$ cat config.mk
export PLATFORM = sky130hd
export DESIGN_NAME = if_fetch_queue
export DESIGN_NICKNAME = d
export VERILOG_FILES = /design/src/rtl/sys_defs.sv /design/src/rtl/fq_ptr_ctrl.sv /design/src/rtl/if_fetch_queue.sv
export SDC_FILE = /design/constraint.sdc
export NUM_CORES = 1
export LEC_CHECK = 0
export CORE_AREA = 8 8 167 169
export CTS_BUF_LIST = sky130_fd_sc_hd__clkbuf_8
export CTS_CLUSTER_SIZE = 12
export DETAILED_ROUTE_END_ITERATION = 10
export DIE_AREA = 0 0 175 177
export PLACE_DENSITY = 0.86
export SETUP_SLACK_MARGIN = 0.3
export SLEW_MARGIN = 0
export SYNTH_ARGS = -nofsm -noshare
export SYNTH_HDL_FRONTEND = slang
export SYNTH_HIERARCHICAL = 1
export SYNTH_SLANG_ARGS = --single-unit
export TNS_END_PERCENT = 30
$ cat constraint.sdc
create_clock -name clk -period 15.3 [get_ports clk]
set_clock_uncertainty 0.1 [all_clocks]
set_input_delay 2.295 -clock clk [delete_from_list [all_inputs] [get_ports clk]]
set_output_delay 2.295 -clock clk [all_outputs]
set_load 0.01 [all_outputs]
$ cat src/rtl/sys_defs.sv
// Shared definitions for the fetch/decode pipeline slice.
//   NOOP_INST     : instruction word presented to decode when no real
//                   instruction is available (RISC-V addi x0, x0, 0).
//   fetch_entry_t : one captured fetch result {pc, npc, ir}.
package sys_defs;

    localparam logic [31:0] NOOP_INST = 32'h0000_0013;

    typedef struct packed {
        logic [31:0] pc;
        logic [31:0] npc;
        logic [31:0] ir;
    } fetch_entry_t;

endpackage

$ cat src/rtl/fq_ptr_ctrl.sv
// Pointer and occupancy control for the fetch queue.
// Ports:
//   clk, rst        : clock, asynchronous active-high reset
//   valid_inst      : fetch is presenting a real instruction
//   take_branch     : taken branch this cycle; flushes the queue
//   id_stall        : decode cannot consume the head this cycle
//   push, pop       : decoded enqueue / dequeue strobes for this cycle
//   full, empty     : occupancy flags from the registered count
//   wr_ptr, rd_ptr  : circular write / read indices
//   count           : current occupancy, 0..DEPTH
module fq_ptr_ctrl #(
    parameter int DEPTH = 4
) (
    input  logic                       clk,
    input  logic                       rst,
    input  logic                       valid_inst,
    input  logic                       take_branch,
    input  logic                       id_stall,
    output logic                       push,
    output logic                       pop,
    output logic                       full,
    output logic                       empty,
    output logic [$clog2(DEPTH)-1:0]   wr_ptr,
    output logic [$clog2(DEPTH)-1:0]   rd_ptr,
    output logic [$clog2(DEPTH):0]     count
);

    localparam int PTR_W = $clog2(DEPTH);
    localparam int CNT_W = PTR_W + 1;

    assign full  = (count == CNT_W'(DEPTH));
    assign empty = (count == '0);

    // A push is refused whenever the queue is full, even if a pop frees a
    // slot in the same cycle; a flush suppresses both push and pop.
    assign push = valid_inst && !full  && !take_branch;
    assign pop  = !empty     && !id_stall && !take_branch;

    // Pointers wrap by natural overflow since DEPTH is a power of two.
    always_ff @(posedge clk or posedge rst) begin
        if (rst) begin
            wr_ptr <= '0;
            rd_ptr <= '0;
            count  <= '0;
        end else if (take_branch) begin
            wr_ptr <= '0;
            rd_ptr <= '0;
            count  <= '0;
        end else begin
            if (push) begin
                wr_ptr <= wr_ptr + 1'b1;
            end
            if (pop) begin
                rd_ptr <= rd_ptr + 1'b1;
            end
            case ({push, pop})
                2'b10:   count <= count + 1'b1;
                2'b01:   count <= count - 1'b1;
                default: count <= count;
            endcase
        end
    end

endmodule

$ cat src/rtl/if_fetch_queue.sv
// Decoupling FIFO between fetch and decode. Each fetched instruction
// {PC, PC+4, IR} is captured into a circular buffer and the oldest entry is
// presented to decode. Fetch is stalled while the queue is full, and a taken
// branch from execute discards every queued (wrong-path) instruction.
// Ports:
//   clk, rst             : clock, asynchronous active-high reset
//   if_PC_in/NPC_in/IR_in: fetched instruction fields
//   if_valid_inst_in     : fetch output is a real instruction
//   ex_take_branch_in    : taken branch resolved this cycle (flush)
//   id_stall_in          : decode cannot consume this cycle
//   if_stall_out         : queue full; fetch must hold its PC
//   id_PC/NPC/IR_out     : head entry fields (0 / NOOP_INST when empty)
//   id_valid_inst_out    : head entry is valid
//   fq_count_out         : current occupancy
module if_fetch_queue
    import sys_defs::*;
#(
    parameter int DEPTH = 4
) (
    input  logic                     clk,
    input  logic                     rst,
    input  logic [31:0]              if_PC_in,
    input  logic [31:0]              if_NPC_in,
    input  logic [31:0]              if_IR_in,
    input  logic                     if_valid_inst_in,
    input  logic                     ex_take_branch_in,
    input  logic                     id_stall_in,
    output logic                     if_stall_out,
    output logic [31:0]              id_PC_out,
    output logic [31:0]              id_NPC_out,
    output logic [31:0]              id_IR_out,
    output logic                     id_valid_inst_out,
    output logic [$clog2(DEPTH):0]   fq_count_out
);

    localparam int PTR_W = $clog2(DEPTH);

    logic             push;
    logic             pop;
    logic             full;
    logic             empty;
    logic [PTR_W-1:0] wr_ptr;
    logic [PTR_W-1:0] rd_ptr;
    logic [PTR_W:0]   count;

    fetch_entry_t     entries [DEPTH];
    fetch_entry_t     head;

    fq_ptr_ctrl #(
        .DEPTH (DEPTH)
    ) u_ptr_ctrl (
        .clk         (clk),
        .rst         (rst),
        .valid_inst  (if_valid_inst_in),
        .take_branch (ex_take_branch_in),
        .id_stall    (id_stall_in),
        .push        (push),
        .pop         (pop),
        .full        (full),
        .empty       (empty),
        .wr_ptr      (wr_ptr),
        .rd_ptr      (rd_ptr),
        .count       (count)
    );

    // Entry storage is deliberately not reset: stale contents are never
    // visible because the head outputs are masked while the queue is empty.
    always_ff @(posedge clk) begin
        if (push) begin
            entries[wr_ptr] <= '{pc: if_PC_in, npc: if_NPC_in, ir: if_IR_in};
        end
    end

    assign head = entries[rd_ptr];

    // Head presentation; an empty queue shows a bubble to decode.
    always_comb begin
        id_valid_inst_out = 1'b0;
        id_PC_out         = '0;
        id_NPC_out        = '0;
        id_IR_out         = NOOP_INST;
        if (!empty) begin
            id_valid_inst_out = 1'b1;
            id_PC_out         = head.pc;
            id_NPC_out        = head.npc;
            id_IR_out         = head.ir;
        end
    end

    // The fetch stall depends only on registered occupancy, so there is no
    // combinational path from the decode stall back to fetch.
    assign if_stall_out = full;
    assign fq_count_out = count;

endmodule

* Word-level counts from Yosys, hierarchy flattened
Memory sizes are Yosys's and may differ from the RTL's.
Cells that the tools add are included.
** Operators by class
- $add $sub $neg :: 4
- Equality and inequality tests :: 3
- Mux-type cells :: 12
- Reductions and logical operators :: 12
** Operator list (count)
- 32-bit 2-to-1 mux :: 3
- 2-bit 2-to-1 mux :: 4
- 3-bit case mux with 2 select lines :: 1
- 2-bit by 1-bit adder with 2-bit output, second input constant :: 2
- 1-bit logical AND :: 4
- 1-bit zero test :: 4
- 2-bit nonzero test :: 2
- 3-bit by 1-bit adder with 3-bit output, second input constant :: 1
- 3-bit == test, second input constant :: 1
- 3-bit zero test :: 1
- 1-bit 2-to-1 mux :: 3
- 3-bit 2-to-1 mux :: 1
- 3-bit nonzero test :: 1
- 3-bit by 1-bit subtractor with 3-bit output, second input constant :: 1
- 2-bit by 1-bit == test with 1-bit output, second input constant :: 1
- 2-bit == test, second input constant :: 1
** Storage, ports and cells
- Flip-flop bits (word level) :: 7
- Bits in writable memories :: 384
- Input bits :: 101
- Output and inout bits :: 101
- Logic and storage cells :: 35
- Memories kept :: 1
** Memory list
- entries :: depth 4, bits a word 96, rd ports 1, clocked after Yosys merged registers in 0, write ports 1, line if_fetch_queue.sv:46 : fetch_entry_t entries [DEPTH];

* Longest topological paths before layout
- Word-level depth :: 7
- Mapped depth :: 8
- Mapped depth without buffers :: 7

* Modules after synthesis
The synthesis kept the hierarchy.
** By module, submodules not included
- if_fetch_queue :: times used 1, cells each 718, area an instance 14420.1 µm², sequential area each 11531.1 µm²
- fq_ptr_ctrl :: times used 1, cells each 63, area an instance 546.8 µm², sequential area each 175.2 µm²

* Least setup slack after synthesis
No wires, ideal clock.
- Kind :: input-to-reg
- Start :: in if_valid_inst_in
- End :: mem entries[0][0] (netlist name) (enable)
- Library setup time :: 0.688 ns
- Arrival time :: 9.714 ns
- Data required time :: 14.512 ns
- Slack :: 4.798 ns
- Stages on the path :: 4
- Path buffers :: 1
- Cells stage by stage :: buf_2 -> nand2_1 -> nor2_1 -> nor3b_1
** Between the ends
- Cells in the longest elaborated chain, start to end :: 4
** RTL lines
- from (decl) :: line if_fetch_queue.sv:25 : input logic if_valid_inst_in,
- 1-bit logical AND (2 in a row) :: line fq_ptr_ctrl.sv:36 : assign push = valid_inst && !full && !take_branch;
- net push :: line if_fetch_queue.sv:38 : logic push;
- 1-bit 2-to-1 mux :: line if_fetch_queue.sv:69 : if (push) begin
- 1-bit 2-to-1 mux (implied by the code) :: line if_fetch_queue.sv:70 : entries[wr_ptr] <= '{pc: if_PC_in, npc: if_NPC_in, ir: if_IR_in};
- to (decl) :: line if_fetch_queue.sv:46
The timed path passes the listed nets, and every way through them passes these cells.

* Worst setup path in the final report
- Start :: reg u_ptr_ctrl.rd_ptr[0]
- End :: out id_IR_out[11]
** Between the ends
- Cells in the longest elaborated chain, start to end :: 2
** RTL lines
- from (decl) :: line fq_ptr_ctrl.sv:24 : output logic [$clog2(DEPTH)-1:0] rd_ptr,
- from (signal assigned) :: line fq_ptr_ctrl.sv:54 : rd_ptr <= rd_ptr + 1'b1;
- memory read 4 x 96 bit
- 32-bit 2-to-1 mux :: line if_fetch_queue.sv:82 : if (!empty) begin
- to (decl) :: line if_fetch_queue.sv:31 : output logic [31:0] id_IR_out,
Every way passes these cells.

==> out/results.ini <==
[synth]
yosysUniqueCellTypes = 41
synth-async-reset-ratio_pct = 1.790
syn_nets = 883
synth-seq-cells = 391
synth_edf_count = 384
syn_area_per_cell_um2 = 19.16
syn_area_um2 = 14970
postSynth.topFlopCell = edfxtp_1
ys_warn_count = 6
syn_inst = 781
ys_seq_area_share_pct = 78.21

[clock_tree]
cts_sinks = 391
cts_tree = built
cts-root-buf = clkbuf_8
clk_latency_ps = 560
ctsResizeCount = 0
post_cts_buffers = 0
clk_pin_slew_worst_paths_ps = 60
htree_levels = 2
hold_buffers = 0
cts_made_buffers = 57
clk_path_buf_depth = 3

[drt]
finalWirelength_um = 29620
vias = 8006
drtAntennaViolNets = 0
first_pass_iters = 5
wl_per_cell_um = 21.40
drc = 0
initialDrtViolationCount = 530
vias_per_cell = 5.785

[global_route]
grt_pass1_wl_um = 44640
grt_max_degree = 80
antenna_found_initial = 3
grt_overflow_total = 0
grt_pass1_vias = 8266
grt_usage_pct = 18.50

[sta]
period_needed_ps = 6585
fin_crit_sh_pct = 43.04
fmax_mhz = 151.9
rsz0062_at_grt = false
hold_viol = 0
setup_tns_ps = 0
drv_slew = 0
setup_viol = 0
tightest_slew_ps = 1079
slew-limit-headroom_pct = 28.05

[pwr]
cellPowerDensity_nw_per_um2 = 125.0
p_leak_nw = 5.773
ir_drop_mv = 0.09879

[floorplanning]
ios = 202
coreArea_um2 = 25470
start_util_pct = 58.77
die_h_um = 177
die_area_um2 = 30980
die_w_um = 175
rows = 59

[layout]
final_common_cell = edfxtp_1
nFillCells = 1559
most-common-layout-cells = edfxtp_1, clkdlybuf4s50_1, mux2i_1
finalNonFillerCells = 1384
drive_gt1_share_pct = 9.065
nets = 1109
syn2layout_area_growth_pct = 21.40

[critical_path]
cp.arrival_ps = 4190
cp-end-kind = primary output
worstPathMaxFanout = 60
setup.worst_path.start_class = register
required_ps = 12900
critPathKind = reg2out

[outcome]
status = finished, final reports clean

[placement]
placed_cells = 1283
portBuffers = 201
hpwl_um = 17070
place.gp.congestion = 0.7613

[job]
max_cap_viol_count = 0

[hold_path]
hold_class = reg2reg

[synthesized netlist by cell type (2+ instances only)]
library cell	count	share of area, %
a2111oi_2	2	0.20
a21oi_1	6	0.20
buf_2	22	0.74
buf_6	18	1.4
clkbuf_1	5	0.13
dfrtp_1	7	1.2
edfxtp_1	384	77
inv_1	5	0.13
mux2i_1	186	12
mux4_2	3	0.45
nand2_1	3	0.075
nand2b_1	2	0.084
nand3b_1	3	0.15
nor2_1	5	0.13
nor2b_1	3	0.13
o21ai_0	2	0.067
o22ai_1	93	3.9
o311ai_1	2	0.12
or2_1	4	0.17
or3_1	5	0.21
[registers in the layout, indices dropped and copies added, names as in the netlist]
signal,flops
entries,384
u_ptr_ctrl/count,3
u_ptr_ctrl/rd_ptr,2
u_ptr_ctrl/wr_ptr,2
[layer usage]
metal  vias to the layer above  wire [um]  GRT usage, %
met2                       308      14960         32.11
li1                       3619          -             -
met4                         4        844         6.817
met5                         -         27             0
met3                        68       2191         5.185
met1                      4007      11600         21.82
[report_power, final]
group / total [mW] / internal (mW) / switching [mW]
clock network: 0.717 / 0.362 / 0.355
registers: 1.22 / 1.21 / 0.0133
logic: 0.332 / 0.166 / 0.166
total: 2.27 / 1.74 / 0.534
[kinds of logic (layout without fill, tap and decap cells)]
kind of cell | Yosys count | in the layout | share of synthesized area (%)
buf+inv | 51 | 318 | 2.366
fa+ha+maj | 1 | 1 | 0.1338
compound gates | 109 | 109 | 4.665
simple gates | 38 | 38 | 1.597
other cells | 0 | 1 | 0
mux | 190 | 190 | 12.97
xor+xnor | 1 | 1 | 0.05853
flops | 391 | 391 | 78.21
[path summary, 6_finish.rpt]
| kind | from | endpoint | depth (start not counted) | slack [ps] |
|---|---|---|---|---|
| max | u_ptr_ctrl/rd_ptr[0]$_DFFE_PP0P_ | id_IR_out[11] | 5 | 8710 |
| min | u_ptr_ctrl/wr_ptr[0]$_DFFE_PP0P_ | u_ptr_ctrl/wr_ptr[0]$_DFFE_PP0P_ | 2 | 600 |
| max reg2reg | u_ptr_ctrl/count[0]$_DFFE_PP0P_ | entries[1][50]$_DFFE_PP_ | 5 | 12070 |
| min reg2reg | u_ptr_ctrl/wr_ptr[0]$_DFFE_PP0P_ | u_ptr_ctrl/wr_ptr[0]$_DFFE_PP0P_ | 2 | 600 |
| max in group asynchronous | rst | u_ptr_ctrl/rd_ptr[0]$_DFFE_PP0P_ | 2 | 12910 |
| min in group asynchronous | rst | u_ptr_ctrl/count[1]$_DFFE_PP0P_ | 2 | 1890 |
[area by class of cell]
class / instances / area (um2) / share of cell area, %
Antenna cell: 1 / 2.502 / 0.01377
Clock buffer: 57 / 784.5 / 4.318
Clock inverter: 43 / 198.9 / 1.095
Inverter: 6 / 22.52 / 0.1240
Multi-Input combinational cell: 339 / 2938 / 16.17
Sequential cell: 391 / 11710 / 64.45
Tap cell: 335 / 419.2 / 2.307
Timing Repair Buffer: 212 / 2095 / 11.53
[stage by stage]
step                total power [mW]  hold WS, ps  cell area [um2]  setup slack (ps)  utilization, %
global route                   2.354        648.1            18170              8528           71.34
finish                         2.271        598.5            18170              8715           71.34
floorplan                      1.424        457.5            14970              4798               -
detailed placement             1.578        593.5            17180              9368           67.47
global placement               1.570        557.8            17180              9447           67.47
CTS                            2.290        601.3            18170              8718           71.33
[critical path: stages, from the launching register on]
cell             delay (ps)
dfrtp_4                 670
buf_4                   760
buf_4                   870
mux2i_1                 230
o22ai_1                 330
clkdlybuf4s50_1         620
No activity file was read; power rests on OpenSTA's default activity.
